[src/rtl/txn_dispatcher.sv]
// txn_dispatcher: sequencer in front of the cuckoo-hash key/value account store.
// Buffers transfer requests (src key, dst key, amount) in a small FIFO and runs
// each one as a series of single store operations:
//   destination search -> [source search] -> debit source -> credit destination.
// One result (done pulse + status + balances) is reported per transfer.
//
// Optional feature macro: BALANCE_CHECK_EN
//   When defined, a source search is performed before the debit, and transfers
//   whose amount exceeds the source balance finish with NO_FUNDS and never
//   touch the store. When undefined, debits may wrap below zero.

module txn_dispatcher #(
    parameter int FIFO_DEPTH    = 4,
    parameter int STORE_LATENCY = 2,
    parameter int KEY_W         = 32,
    parameter int VAL_W         = 32
) (
    input  logic             clock,
    input  logic             reset_n,
    input  logic             in_valid,
    output logic             in_ready,
    input  logic [KEY_W-1:0] in_src_key,
    input  logic [KEY_W-1:0] in_dst_key,
    input  logic [VAL_W-1:0] in_amount,
    output logic [KEY_W-1:0] store_key,
    output logic [1:0]       store_signal,
    output logic [VAL_W-1:0] store_value,
    output logic             store_kind,
    output logic             store_en,
    input  logic             store_hit,
    input  logic [VAL_W-1:0] store_updated_value,
    output logic             done,
    output logic [2:0]       status,
    output logic [VAL_W-1:0] src_balance,
    output logic [VAL_W-1:0] dst_balance
);

    localparam int AW      = $clog2(FIFO_DEPTH);
    localparam int ENTRY_W = 2 * KEY_W + VAL_W;
    localparam int CNT_W   = (STORE_LATENCY < 1) ? 1 : $clog2(STORE_LATENCY + 1);

    localparam logic [2:0] ST_OK       = 3'd0;
    localparam logic [2:0] ST_SRC_MISS = 3'd1;
    localparam logic [2:0] ST_DST_MISS = 3'd2;
    localparam logic [2:0] ST_NO_FUNDS = 3'd3;
    localparam logic [2:0] ST_SELF     = 3'd4;

    localparam logic [1:0] SIG_SEARCH   = 2'd0;
    localparam logic [1:0] SIG_TRANSACT = 2'd2;

    typedef enum logic [2:0] {
        S_IDLE     = 3'd0,
        S_POP      = 3'd1,
        S_DST_SRCH = 3'd2,
        S_SRC_SRCH = 3'd3,
        S_DEBIT    = 3'd4,
        S_CREDIT   = 3'd5,
        S_DONE     = 3'd6
    } state_t;

    // ------------------------------------------------------------------
    // Request FIFO: pointers carry one extra wrap bit to tell full from empty
    // ------------------------------------------------------------------
    logic [ENTRY_W-1:0] fifo_mem_r [FIFO_DEPTH];
    logic [AW:0]        wr_ptr_r;
    logic [AW:0]        rd_ptr_r;

    logic               fifo_empty_s;
    logic               fifo_full_s;
    logic               pop_s;
    logic               push_s;
    logic               in_ready_s;
    logic [ENTRY_W-1:0] head_s;
    logic [KEY_W-1:0]   head_src_s;
    logic [KEY_W-1:0]   head_dst_s;
    logic [VAL_W-1:0]   head_amt_s;

    state_t             state_r;

    // FIFO status, handshake and head-entry decode
    always_comb begin
        fifo_empty_s = (wr_ptr_r == rd_ptr_r);
        fifo_full_s  = (wr_ptr_r[AW] != rd_ptr_r[AW]) &&
                       (wr_ptr_r[AW-1:0] == rd_ptr_r[AW-1:0]);
        pop_s        = (state_r == S_POP);
        // a pop this cycle frees the head slot, so a full FIFO may still accept
        in_ready_s   = (!fifo_full_s) || pop_s;
        push_s       = in_valid && in_ready_s;
        head_s       = fifo_mem_r[rd_ptr_r[AW-1:0]];
        head_src_s   = head_s[ENTRY_W-1 -: KEY_W];
        head_dst_s   = head_s[VAL_W +: KEY_W];
        head_amt_s   = head_s[VAL_W-1:0];
    end

    assign in_ready = in_ready_s;

    // FIFO storage write on accepted push
    always_ff @(posedge clock) begin
        if (push_s) begin
            fifo_mem_r[wr_ptr_r[AW-1:0]] <= {in_src_key, in_dst_key, in_amount};
        end
    end

    // FIFO pointer update; pop is owned by the POP state
    always_ff @(posedge clock or negedge reset_n) begin
        if (!reset_n) begin
            wr_ptr_r <= '0;
            rd_ptr_r <= '0;
        end else begin
            if (push_s) begin
                wr_ptr_r <= wr_ptr_r + {{AW{1'b0}}, 1'b1};
            end
            if (pop_s) begin
                rd_ptr_r <= rd_ptr_r + {{AW{1'b0}}, 1'b1};
            end
        end
    end

    // ------------------------------------------------------------------
    // Transfer sequencer
    // ------------------------------------------------------------------
    logic [KEY_W-1:0] cur_src_r;
    logic [KEY_W-1:0] cur_dst_r;
    logic [VAL_W-1:0] cur_amt_r;
    logic [VAL_W-1:0] src_acc_r;
    logic [CNT_W-1:0] wait_cnt_r;

    logic [KEY_W-1:0] store_key_r;
    logic [1:0]       store_signal_r;
    logic [VAL_W-1:0] store_value_r;
    logic             store_kind_r;
    logic             store_en_r;
    logic             done_r;
    logic [2:0]       status_r;
    logic [VAL_W-1:0] src_balance_r;
    logic [VAL_W-1:0] dst_balance_r;

    logic             op_last_s;

    // the store response is valid on the edge after STORE_LATENCY counted edges
    always_comb begin
        op_last_s = (wait_cnt_r == CNT_W'(STORE_LATENCY));
    end

    // Main FSM: command outputs are registered on op entry and held for the op
    always_ff @(posedge clock or negedge reset_n) begin
        if (!reset_n) begin
            state_r        <= S_IDLE;
            cur_src_r      <= '0;
            cur_dst_r      <= '0;
            cur_amt_r      <= '0;
            src_acc_r      <= '0;
            wait_cnt_r     <= '0;
            store_key_r    <= '0;
            store_signal_r <= 2'd0;
            store_value_r  <= '0;
            store_kind_r   <= 1'b0;
            store_en_r     <= 1'b0;
            done_r         <= 1'b0;
            status_r       <= 3'd0;
            src_balance_r  <= '0;
            dst_balance_r  <= '0;
        end else begin
            done_r <= 1'b0;
            case (state_r)
                S_IDLE: begin
                    if (!fifo_empty_s) begin
                        state_r <= S_POP;
                    end else begin
                        state_r <= S_IDLE;
                    end
                end

                S_POP: begin
                    cur_src_r <= head_src_s;
                    cur_dst_r <= head_dst_s;
                    cur_amt_r <= head_amt_s;
                    src_acc_r <= '0;
                    if (head_src_s == head_dst_s) begin
                        state_r       <= S_DONE;
                        done_r        <= 1'b1;
                        status_r      <= ST_SELF;
                        src_balance_r <= '0;
                        dst_balance_r <= '0;
                    end else begin
                        state_r        <= S_DST_SRCH;
                        wait_cnt_r     <= '0;
                        store_en_r     <= 1'b1;
                        store_key_r    <= head_dst_s;
                        store_signal_r <= SIG_SEARCH;
                        store_value_r  <= head_amt_s;
                        store_kind_r   <= 1'b0;
                    end
                end

                S_DST_SRCH: begin
                    if (!op_last_s) begin
                        wait_cnt_r <= wait_cnt_r + CNT_W'(1);
                    end else if (!store_hit) begin
                        state_r        <= S_DONE;
                        done_r         <= 1'b1;
                        status_r       <= ST_DST_MISS;
                        src_balance_r  <= '0;
                        dst_balance_r  <= '0;
                        store_en_r     <= 1'b0;
                        store_signal_r <= 2'd0;
                    end else begin
                        wait_cnt_r     <= '0;
                        store_key_r    <= cur_src_r;
                        store_value_r  <= cur_amt_r;
                        store_kind_r   <= 1'b0;
`ifdef BALANCE_CHECK_EN
                        state_r        <= S_SRC_SRCH;
                        store_signal_r <= SIG_SEARCH;
`else
                        state_r        <= S_DEBIT;
                        store_signal_r <= SIG_TRANSACT;
`endif
                    end
                end

`ifdef BALANCE_CHECK_EN
                S_SRC_SRCH: begin
                    if (!op_last_s) begin
                        wait_cnt_r <= wait_cnt_r + CNT_W'(1);
                    end else if (!store_hit) begin
                        state_r        <= S_DONE;
                        done_r         <= 1'b1;
                        status_r       <= ST_SRC_MISS;
                        src_balance_r  <= '0;
                        dst_balance_r  <= '0;
                        store_en_r     <= 1'b0;
                        store_signal_r <= 2'd0;
                    end else if (store_updated_value < cur_amt_r) begin
                        state_r        <= S_DONE;
                        done_r         <= 1'b1;
                        status_r       <= ST_NO_FUNDS;
                        src_balance_r  <= store_updated_value;
                        dst_balance_r  <= '0;
                        store_en_r     <= 1'b0;
                        store_signal_r <= 2'd0;
                    end else begin
                        state_r        <= S_DEBIT;
                        wait_cnt_r     <= '0;
                        store_key_r    <= cur_src_r;
                        store_signal_r <= SIG_TRANSACT;
                        store_value_r  <= cur_amt_r;
                        store_kind_r   <= 1'b0;
                    end
                end
`endif

                S_DEBIT: begin
                    if (!op_last_s) begin
                        wait_cnt_r <= wait_cnt_r + CNT_W'(1);
                    end else if (!store_hit) begin
                        state_r        <= S_DONE;
                        done_r         <= 1'b1;
                        status_r       <= ST_SRC_MISS;
                        src_balance_r  <= '0;
                        dst_balance_r  <= '0;
                        store_en_r     <= 1'b0;
                        store_signal_r <= 2'd0;
                    end else begin
                        state_r        <= S_CREDIT;
                        wait_cnt_r     <= '0;
                        src_acc_r      <= store_updated_value;
                        store_key_r    <= cur_dst_r;
                        store_signal_r <= SIG_TRANSACT;
                        store_value_r  <= cur_amt_r;
                        store_kind_r   <= 1'b1;
                    end
                end

                S_CREDIT: begin
                    if (!op_last_s) begin
                        wait_cnt_r <= wait_cnt_r + CNT_W'(1);
                    end else begin
                        state_r        <= S_DONE;
                        done_r         <= 1'b1;
                        status_r       <= ST_OK;
                        src_balance_r  <= src_acc_r;
                        dst_balance_r  <= store_updated_value;
                        store_en_r     <= 1'b0;
                        store_signal_r <= 2'd0;
                    end
                end

                S_DONE: begin
                    if (!fifo_empty_s) begin
                        state_r <= S_POP;
                    end else begin
                        state_r <= S_IDLE;
                    end
                end

                default: begin
                    state_r        <= S_IDLE;
                    store_en_r     <= 1'b0;
                    store_signal_r <= 2'd0;
                end
            endcase
        end
    end

    assign store_key    = store_key_r;
    assign store_signal = store_signal_r;
    assign store_value  = store_value_r;
    assign store_kind   = store_kind_r;
    assign store_en     = store_en_r;
    assign done         = done_r;
    assign status       = status_r;
    assign src_balance  = src_balance_r;
    assign dst_balance  = dst_balance_r;

endmodule

[config.mk]
export PLATFORM = sky130hd
export DESIGN_NAME = txn_dispatcher
export DESIGN_NICKNAME = d
export VERILOG_FILES = /design/src/rtl/txn_dispatcher.sv
export SDC_FILE = /design/constraint.sdc
export NUM_CORES = 1
export LEC_CHECK = 0
export ABC_CLOCK_PERIOD_IN_PS = 3900
export CORE_MARGIN = 2
export CORE_UTILIZATION = 38
export DETAILED_ROUTE_END_ITERATION = 16
export PLACE_DENSITY = 0.56
export SLEW_MARGIN = 10
export SYNTH_ARGS = -nofsm -noshare
export SYNTH_HDL_FRONTEND = slang
export SYNTH_SLANG_ARGS = --single-unit
[constraint.sdc]
create_clock -name clock -period 3.9 [get_ports clock]
set_input_delay 0.78 -clock clock [delete_from_list [all_inputs] [get_ports clock]]
set_output_delay 0.78 -clock clock [all_outputs]
set_load 0.01 [all_outputs]
==> results of run 1 <==
[worst paths after layout]
check                      slack (ns)     startpoint              end
max                              0.18    rd_ptr_r[0]  src_balance[26]
min                              0.17        reset_n  src_balance[17]
max reg2reg                      0.18    rd_ptr_r[0]  src_balance[26]
min reg2reg                      0.47  cur_amt_r[17]    cur_amt_r[17]
max in group asynchronous        2.70        reset_n      rd_ptr_r[1]
min in group clock               0.47  cur_amt_r[17]    cur_amt_r[17]
[synth_stat cells (2+ instances only)]
cell	count	area, µm²
or3_1	2	12.5
buf_1	7	26.3
nor4_1	8	50.1
edfxtp_1	384	11500
o221ai_1	2	17.5
mux2i_1	32	320
clkbuf_1	77	289
o21ai_0	40	200
o21ai_1	2	10.0
nand4_1	2	12.5
a21oi_1	34	170
and3_1	4	25.0
mux4_2	96	2160
nand2_1	372	1400
buf_4	4	30.0
and2_1	3	18.8
a22oi_1	66	495
a31o_2	2	17.5
nor2_1	77	289
xnor2_1	2	17.5
o22ai_1	2	12.5
buf_6	2	22.5
a22o_1	96	841
buf_2	15	75.1
nor2b_1	3	18.8
a31oi_1	2	12.5
ha_1	8	100
nand3_1	3	15.0
inv_1	8	30.0
dfrtp_1	274	6860
o31ai_1	2	15.0
xor2_1	38	333
[worst register-to-register path: stages (launching register included)]
cell and delay (ns):
dfrtp_4 0.60, buf_12 0.25, mux4_2 0.57, xor2_1 0.18
nor4_1 0.57, nand4_1 0.44, o31a_2 0.47, buf_12 0.19
a22o_1 0.34
[per-layer routing]
metal	vias to the layer above	global-route usage, %	share of wire, %	routed length (µm)
li1	6773	-	-	-
met3	68	3.40	5.6	3600
met5	-	0	0.020	13
met4	2	5.56	1.7	1070
met2	465	30.3	48	31100
met1	7862	25.7	44	28600
[cell families (layout without fill, tap and decap cells)]
group / Yosys count / in the layout / synth area share, %
flops: 658 / 658 / 72.1
simple gates: 478 / 478 / 7.30
compound gates: 254 / 254 / 7.23
mux: 128 / 128 / 9.73
buf+inv: 113 / 444 / 1.85
xor+xnor: 40 / 40 / 1.37
fa+ha+maj: 8 / 8 / 0.392
other cells: 1 / 5 / 0.0147
[sequential cells by signal, summed over array words and instances, names as in the netlist]
register and flops:
src_balance 32, state_r 3, store_kind 1, rd_ptr_r 3
wr_ptr_r 3, dst_balance 32, status 3, store_signal 1
store_value 32, wait_cnt_r 2, fifo_mem_r 384, cur_dst_r 32
store_key 32, cur_src_r 32, store_en 1, cur_amt_r 32
done 1, src_acc_r 32
[area by class of cell]
cell class                 instances  area share [%]
inverter                           8          0.0947
tap                              864            3.41
clock inverter                    26           0.852
clock buffer                     102            6.29
sequential                       658            58.0
timing repair buffer             308            10.1
antenna                            4          0.0316
multi-input combinational        909            21.2
[power by group through the flow]
| stage | clock, mW | combinational, mW | sequential [mW] |
|---|---|---|---|
| 2_1_floorplan | 0 | 5.67 | 10.7 |
| 3_3_place_gp | 0 | 9.44 | 10.8 |
| 3_5_place_dp | 0 | 9.57 | 10.8 |
| 4_1_cts | 6.72 | 9.61 | 10.7 |
| 5_1_grt | 6.99 | 10.3 | 10.9 |
| 6_report | 6.54 | 9.47 | 10.7 |
[cell usage in the layout (no fill, tap or decap), types with 5 or more instances in the layout]
cell	Yosys	layout
clkinv_1	0	6
xor2_1	38	38
dfrtp_1	274	272
clkbuf_8	0	8
bufinv_16	0	5
inv_1	8	8
buf_4	4	24
clkbuf_16	0	72
mux2i_1	32	32
a22o_1	96	96
clkinv_2	0	11
edfxtp_1	384	384
clkbuf_1	77	22
clkdlybuf4s50_1	0	266
mux4_2	96	96
nor4_1	8	7
o21ai_0	40	40
nand2_1	372	372
a21oi_1	34	34
buf_12	0	17
nor2_1	77	73
a22oi_1	66	66
ha_1	8	8
[stage by stage]
| stage | hold slack, ns | area (µm²) | std cells | TNS, ns |
|---|---|---|---|---|
| after floorplan | 0.445 | 25500 | 1680 | 0 |
| after global placement | 0.456 | 29400 | 2747 | 0 |
| after detailed placement | 0.462 | 29400 | 2747 | -0.000325 |
| after CTS | 0.191 | 31700 | 2875 | 0 |
| after global routing | 0.217 | 31700 | 2879 | 0 |
| final | 0.173 | 31700 | 2879 | 0 |
==> flow_metrics.tcl, run 1 <==
set metrics [dict create \
    status "finished clean" \
    root_buffer "clkbuf_16" \
    grt_pass1_wl_um 98400 \
    pwr-share-clk_pct 24.5 \
    cts_setup_buffers 0 \
    grt_pass1_vias 15500 \
    cp.arrival_ns 4.21 \
    utilization_pct 48.0 \
    area.growth.synth_to_final_pct 24.3 \
    p_sw_mw 9.07 \
    drive_gt1_share_pct 12.9 \
    rsz0062_at_grt "false" \
    critPathKind "flip-flop to flip-flop" \
    cp-end-kind "flip-flop" \
    comb_power_share_pct 35.5 \
    vias_per_cell 5.27 \
    cts_buffer_depth 3 \
    place.port_buffers 267 \
    seq_power_share_pct 40.1 \
    drt_iter0_markers 1149 \
    initial_core_util_pct 38.6 \
    finalWorstSetupSlack_ns 0.176 \
    fin_skew_ns 0.0262 \
    core_area_um2 66100 \
    power_mw 26.7 \
    fmax_mhz 268 \
    place.gp.congestion 0.760 \
    nFillCells 5730 \
    synth-seq-cells 658 \
    seq_area_um2 18400 \
    clk_latency_ns 0.60 \
    drt_first_pass_iters 5 \
    p_leak_nw 12.2 \
    swShare_pct 33.9 \
    synthCells 1680 \
    fin_nets 2095 \
    ys_async_sr_fraction_pct 41.6 \
    grt_max_degree 101 \
    rows 94 \
    grtUsageTotal_pct 18.7 \
    drc 0 \
    synth_cell_types 43 \
    worst_pin_slew_ns 0.945 \
    path_common_cell "buf_12" \
    routedWlPerCell_um 22.4 \
    drt-total-wl_um 64400 \
    cts_resized 1 \
    maxCapViolations 0 \
    synth_warnings 0 \
    yosysSeqAreaShare_pct 72.1 \
    critPathBufInv 2 \
    synth_nets 1820 \
    hpwl_um 38700 \
    post-route-min-period_ns 3.72 \
    via_count 15200 \
    critPathRequiredTime_ns 4.38 \
    htreeDepth 3 \
    ios 269 \
    synth-edff-count 384 \
    cp.depth 8 \
    p_int_mw 17.6 \
    rr_worst_depth 8 \
    hp-class "input pin to asynchronous set/reset pin" \
    cp_slowest_cell "dfrtp_4" \
    dieHeight_um 263 \
    critPathLaunchType "flip-flop" \
    path_max_fanout 67 \
    syn_area_um2 25500 \
    postCtsHoldBufs 0 \
    clk_pin_slew_ns 0.06 \
    grt_overflow 0 \
    setup_viol 0 \
    final_hold_viol_count 0 \
    antenna_found_initial 6 \
    cp_slowest_stage_delay_ns 0.60 \
    path_delay_family "simple AND/OR/NAND/NOR gates" \
    slew_violations 0 \
    cts.sinks 658 \
    finalCritPeriodShare_pct 95.5 \
    ant_nets 0 \
    cts_tree "done" \
    ys.flop_type "edfxtp_1" \
    dieWidth_um 263 \
    die-area_um2 69200 \
    multi_input_area_um2 6730 \
    preCtsSetupSlack_ns -0.000325 \
    path_cells "buf_12, mux4_2, xor2_1, nor4_1, nand4_1, o31a_2, buf_12, a22o_1" \
    vdd_drop_max_uv 524 \
    synth.avg_cell_area_um2 15.2 \
    slew_headroom_pct 37.0 \
    p_per_area_nw_per_um2 842 \
    cts_made_buffers 70 \
]
No activity file was read; power rests on OpenSTA's default activity.
==> run 2: changes to the inputs <==
Settings changed: ABC_CLOCK_PERIOD_IN_PS 3900 to default, CORE_UTILIZATION 38 to 51, PLACE_DENSITY 0.56 to 0.73, SLEW_MARGIN 10 to 20.
==> flow_metrics.tcl, run 2 (synthesized netlist as in run 1, its figures left out) <==
set metrics [dict create \
    core_area_um2 49200 \
    drt_first_pass_iters 7 \
    path_max_fanout 46 \
    seq_area_um2 18400 \
    cp.arrival_ns 4.21 \
    vdd_drop_max_uv 538 \
    drc 0 \
    routedWlPerCell_um 22.3 \
    p_per_area_nw_per_um2 843 \
    grt_pass1_vias 15900 \
    rows 81 \
    grt_pass1_wl_um 92100 \
    fmax_mhz 268 \
    place.port_buffers 267 \
    path_delay_family "simple AND/OR/NAND/NOR gates" \
    antenna_found_initial 7 \
    place.gp.congestion 0.788 \
    setup_tns_ns 0 \
    area.growth.synth_to_final_pct 23.4 \
    drt_iter0_markers 1409 \
    dp_cells 2550 \
    largest_reg_flops 384 \
    cts.sinks 658 \
    status "finished clean" \
    dieWidth_um 228 \
    setup_viol 0 \
    slew_headroom_pct 37.2 \
    final_cells 2678 \
    ios 269 \
    cts_made_buffers 69 \
    grtUsageTotal_pct 23.6 \
    initial_core_util_pct 51.9 \
    critPathBufInv 2 \
    worst_pin_slew_ns 0.939 \
    final_cell_mix "384 x edfxtp_1, 372 x nand2_1, 272 x dfrtp_1" \
    postCtsHoldBufs 0 \
    critPathRequiredTime_ns 4.38 \
    clk_latency_ns 0.59 \
    grt_overflow 0 \
    cp-end-kind "flip-flop" \
    post-route-min-period_ns 3.73 \
    rsz0062_at_grt "false" \
    final_hold_viol_count 0 \
    cts_setup_buffers 0 \
    hp-class "input pin to asynchronous set/reset pin" \
    cp_slowest_stage_delay_ns 0.71 \
    root_buffer "clkbuf_16" \
    slew_violations 0 \
    clk_pin_slew_ns 0.06 \
    multi_input_area_um2 6730 \
    final_common_cell "edfxtp_1" \
    cp_slowest_cell "dfrtp_4" \
    die-area_um2 51800 \
    cts_buffer_depth 3 \
    drt-total-wl_um 59700 \
    maxCapViolations 0 \
    fin_skew_ns 0.0246 \
    hpwl_um 36900 \
    fin_nets 2097 \
    nFillCells 3494 \
    via_count 15400 \
    critPathKind "flip-flop to flip-flop" \
    drive_gt1_share_pct 12.8 \
    p_leak_nw 12.2 \
    finalCritPeriodShare_pct 95.7 \
    dieHeight_um 228 \
    grt_max_degree 103 \
    path_cells "buf_12, mux4_2, xor2_1, nor4_1, nand4_1, o21ai_4, nand2_2, buf_4, a22oi_1" \
    vias_per_cell 5.74 \
    critPathLaunchType "flip-flop" \
    ant_nets 0 \
    cts_tree "done" \
    htreeDepth 3 \
]
## run 2: cell types whose count changed in the layout (fill, tap and decap cells not counted), moves of 2 or more
cell,delta
buf_4,+5
clkinv_2,-5
buf_12,-3
clkinv_1,-3
inv_6,-3
clkbuf_16,+2
clkbuf_8,+2
## run 2: what timing repair did
| action | in CTS | in global routing |
|---|---|---|
| resized for setup | 1 | 2 |
| setup endpoints to repair | 1 | 1 |
| pin swaps | 0 | 0 |
## run 2: where the power goes
group          internal, mW  switching (mW)  leakage (nW)
sequential             9.62            1.06          6.96
combinational          4.10            5.19          4.14
clock                  4.00            2.56          1.12
total                  17.7            8.81          12.2
## run 2: worst paths after layout
check	to	cells after the start	slack, ns	startpoint
worst max-delay path	store_key[5]	9	0.17	rd_ptr_r[0]
worst min-delay path	dst_balance[15]	1	0.22	reset_n
worst max register to register	store_key[5]	9	0.17	rd_ptr_r[0]
worst min register to register	cur_amt_r[20]	2	0.47	cur_amt_r[20]
max in group asynchronous	store_key[10]	2	2.57	reset_n
min in group clock	cur_amt_r[20]	2	0.47	cur_amt_r[20]
## run 2: layout make-up
| cell class | instances | share of cell area (%) |
|---|---|---|
| well taps | 664 | 2.64 |
| flip-flops and latches | 658 | 58.4 |
| clock inverters | 16 | 0.660 |
| repair buffers | 311 | 10.1 |
| multi-input cells | 909 | 21.4 |
| diodes | 4 | 0.0318 |
| clock buffers | 108 | 6.62 |
| inverters | 8 | 0.0954 |
## run 2: layer usage
| metal | vias to the layer above | part of all wire (%) | track usage [%] |
|---|---|---|---|
| met5 | - | 0.095 | 0 |
| met4 | 8 | 2.1 | 7.70 |
| met3 | 98 | 7.8 | 4.73 |
| met2 | 665 | 50 | 39.9 |
| met1 | 7814 | 40 | 31.0 |
| li1 | 6788 | - | - |
## run 2: per-stage QoR
step	setup WS [ns]	area (µm²)	util [%]	power (mW)	hold WS, ns
6_report	0.167	31500	64.0	26.5	0.222
5_1_grt	0.00517	31500	64.0	28.0	0.298
4_1_cts	0.114	31500	64.0	26.7	0.264
3_5_place_dp	0.274	29200	59.3	20.1	0.462
3_3_place_gp	0.331	29200	59.3	19.7	0.456
2_1_floorplan	0.875	25500	-	16.3	0.445
==> run 3: changes to the inputs <==
Settings changed: CORE_UTILIZATION 51 to 56, PLACE_DENSITY 0.73 to 0.76, TNS_END_PERCENT from default to 20.
Clock period 3.9 ns to 3.45 ns, I/O delays scaled along.
==> flow_metrics.tcl, run 3 (synthesized netlist as in run 1, its figures left out) <==
set metrics [dict create \
    drt_first_pass_iters 5 \
    pwr-share-clk_pct 24.2 \
    largest_reg_flops 384 \
    cts.sinks 658 \
    rsz0062_at_grt "false" \
    setup_viol 0 \
    final_cell_mix "384 x edfxtp_1, 372 x nand2_1, 272 x dfrtp_1" \
    cts_tree "done" \
    fmax_mhz 301 \
    comb_power_share_pct 36.2 \
    dr.max_layer_used "met4" \
    met3_length_um 4080 \
    cp-end-kind "flip-flop" \
    slew_headroom_pct 38.9 \
    final_hold_viol_count 0 \
    fin_nets 2109 \
    place.port_buffers 267 \
    critPathBufInv 4 \
    ant_nets 0 \
    final_common_cell "edfxtp_1" \
    critPathLaunchType "flip-flop" \
    via_count 15500 \
    root_buffer "clkbuf_16" \
    htreeDepth 3 \
    power_mw 30.4 \
    cp_slowest_cell "mux4_2" \
    grt_max_degree 93 \
    cp_slowest_stage_delay_ns 0.53 \
    grt_overflow 0 \
    swShare_pct 33.8 \
    p_sw_mw 10.3 \
    hpwl_um 37200 \
    cts_buffer_depth 3 \
    critPathRequiredTime_ns 3.95 \
    drt_iter0_markers 1584 \
    wl_met2_um 30600 \
    slew_violations 0 \
    area.growth.synth_to_final_pct 24.2 \
    critPathKind "flip-flop to flip-flop" \
    seq_power_share_pct 39.6 \
    post-route-min-period_ns 3.32 \
    status "finished clean" \
    clk_pin_slew_ns 0.06 \
    vdd_drop_max_uv 776 \
    routedWlPerCell_um 23.2 \
    die-area_um2 47300 \
    path_delay_family "buffers and inverters" \
    path_max_fanout 30 \
    cp.arrival_ns 3.83 \
    fin_skew_ns 0.0242 \
    drt-total-wl_um 61000 \
    antenna_found_initial 4 \
    initial_core_util_pct 56.4 \
    cts_made_buffers 67 \
    ios 269 \
    drive_gt1_share_pct 14.0 \
    finalCritPeriodShare_pct 96.3 \
    grt_pass1_wl_um 93100 \
    vias_per_cell 5.92 \
    drc 0 \
    rr_worst_depth 11 \
    rows 78 \
    core_area_um2 45200 \
    maxCapViolations 0 \
    grt_pass1_vias 15900 \
    dieHeight_um 217 \
    dp_cells 2490 \
    path_common_cell "buf_4" \
    p_per_area_nw_per_um2 961 \
    r2r_slack_ns 0.13 \
    grtUsageTotal_pct 26.2 \
    clk_latency_ns 0.60 \
    wl_met1_um 24300 \
    hp-class "input pin to asynchronous set/reset pin" \
    r2r_start "rd_ptr_r[0]" \
    path_cells "buf_12, buf_4, mux4_2, xor2_1, nor4_2, nand4_1, buf_4, o21ai_4, nand2_2, buf_6, a22oi_1" \
    place.gp.congestion 0.805 \
    reg2reg_to "store_key[7]" \
    worst_pin_slew_ns 0.917 \
    dieWidth_um 217 \
    p_leak_nw 12.3 \
    final_cells 2627 \
    p_int_mw 20.1 \
]
## run 3: final cells by class
type / count / area (µm²)
sequential: 658 / 18400
fill: 2877 / 13500
multi-input combinational: 909 / 6760
timing repair buffer: 325 / 3450
clock buffer: 93 / 1960
tap: 600 / 751
clock inverter: 31 / 317
inverter: 8 / 30.0
antenna: 3 / 7.51
## run 3: worst max path at each step
stage / start / slack, ns / depth (start not counted) / to
after floorplan: rd_ptr_r[1] / -0.64 / 6 / fifo_mem_r[1][0]
after global placement: rd_ptr_r[0] / 0.07 / 8 / src_balance[20]
after detailed placement: rd_ptr_r[0] / -0.06 / 9 / store_key[7]
after CTS: rd_ptr_r[0] / 0.002 / 10 / store_key[4]
after global routing: rd_ptr_r[0] / 0.005 / 10 / store_value[26]
final: rd_ptr_r[0] / 0.13 / 11 / store_key[7]
## run 3: metal layers
layer	GRT usage, %	up-vias
li1	-	6800
met1	35.6	7988
met2	43.3	622
met3	4.40	132
met4	9.75	0
met5	0	-
## run 3: what timing repair did
item | in CTS | in global routing
pin swaps | 1 | 2
hold buffers | 0 | 0
setup endpoints to repair | 95 | 128
cloned | 0 | 1
resized for setup | 7 | 7
buffers inserted | 2 | 7
hold endpoints to repair | 0 | 0
## run 3: per-stage QoR
step | setup slack, ns | util, % | hold WS, ns | instance area, µm² | setup TNS, ns
global placement | 0.0748 | 64.7 | 0.456 | 29200 | 0
floorplan | -0.641 | - | 0.394 | 25500 | -184.53
detailed placement | -0.0567 | 64.7 | 0.461 | 29200 | -0.364
CTS | 0.00218 | 69.8 | 0.147 | 31500 | 0
global route | 0.00480 | 70.1 | 0.176 | 31700 | 0
finish | 0.129 | 70.1 | 0.130 | 31700 | 0
## run 3: power groups by stage
stage / logic (mW) / clock network (mW) / registers (mW)
3_3_place_gp: 10.5 / 0 / 12.0
3_5_place_dp: 10.8 / 0 / 12.2
2_1_floorplan: 6.41 / 0 / 12.1
6_report: 11.0 / 7.37 / 12.1
5_1_grt: 11.9 / 7.79 / 12.3
4_1_cts: 10.9 / 7.47 / 12.0
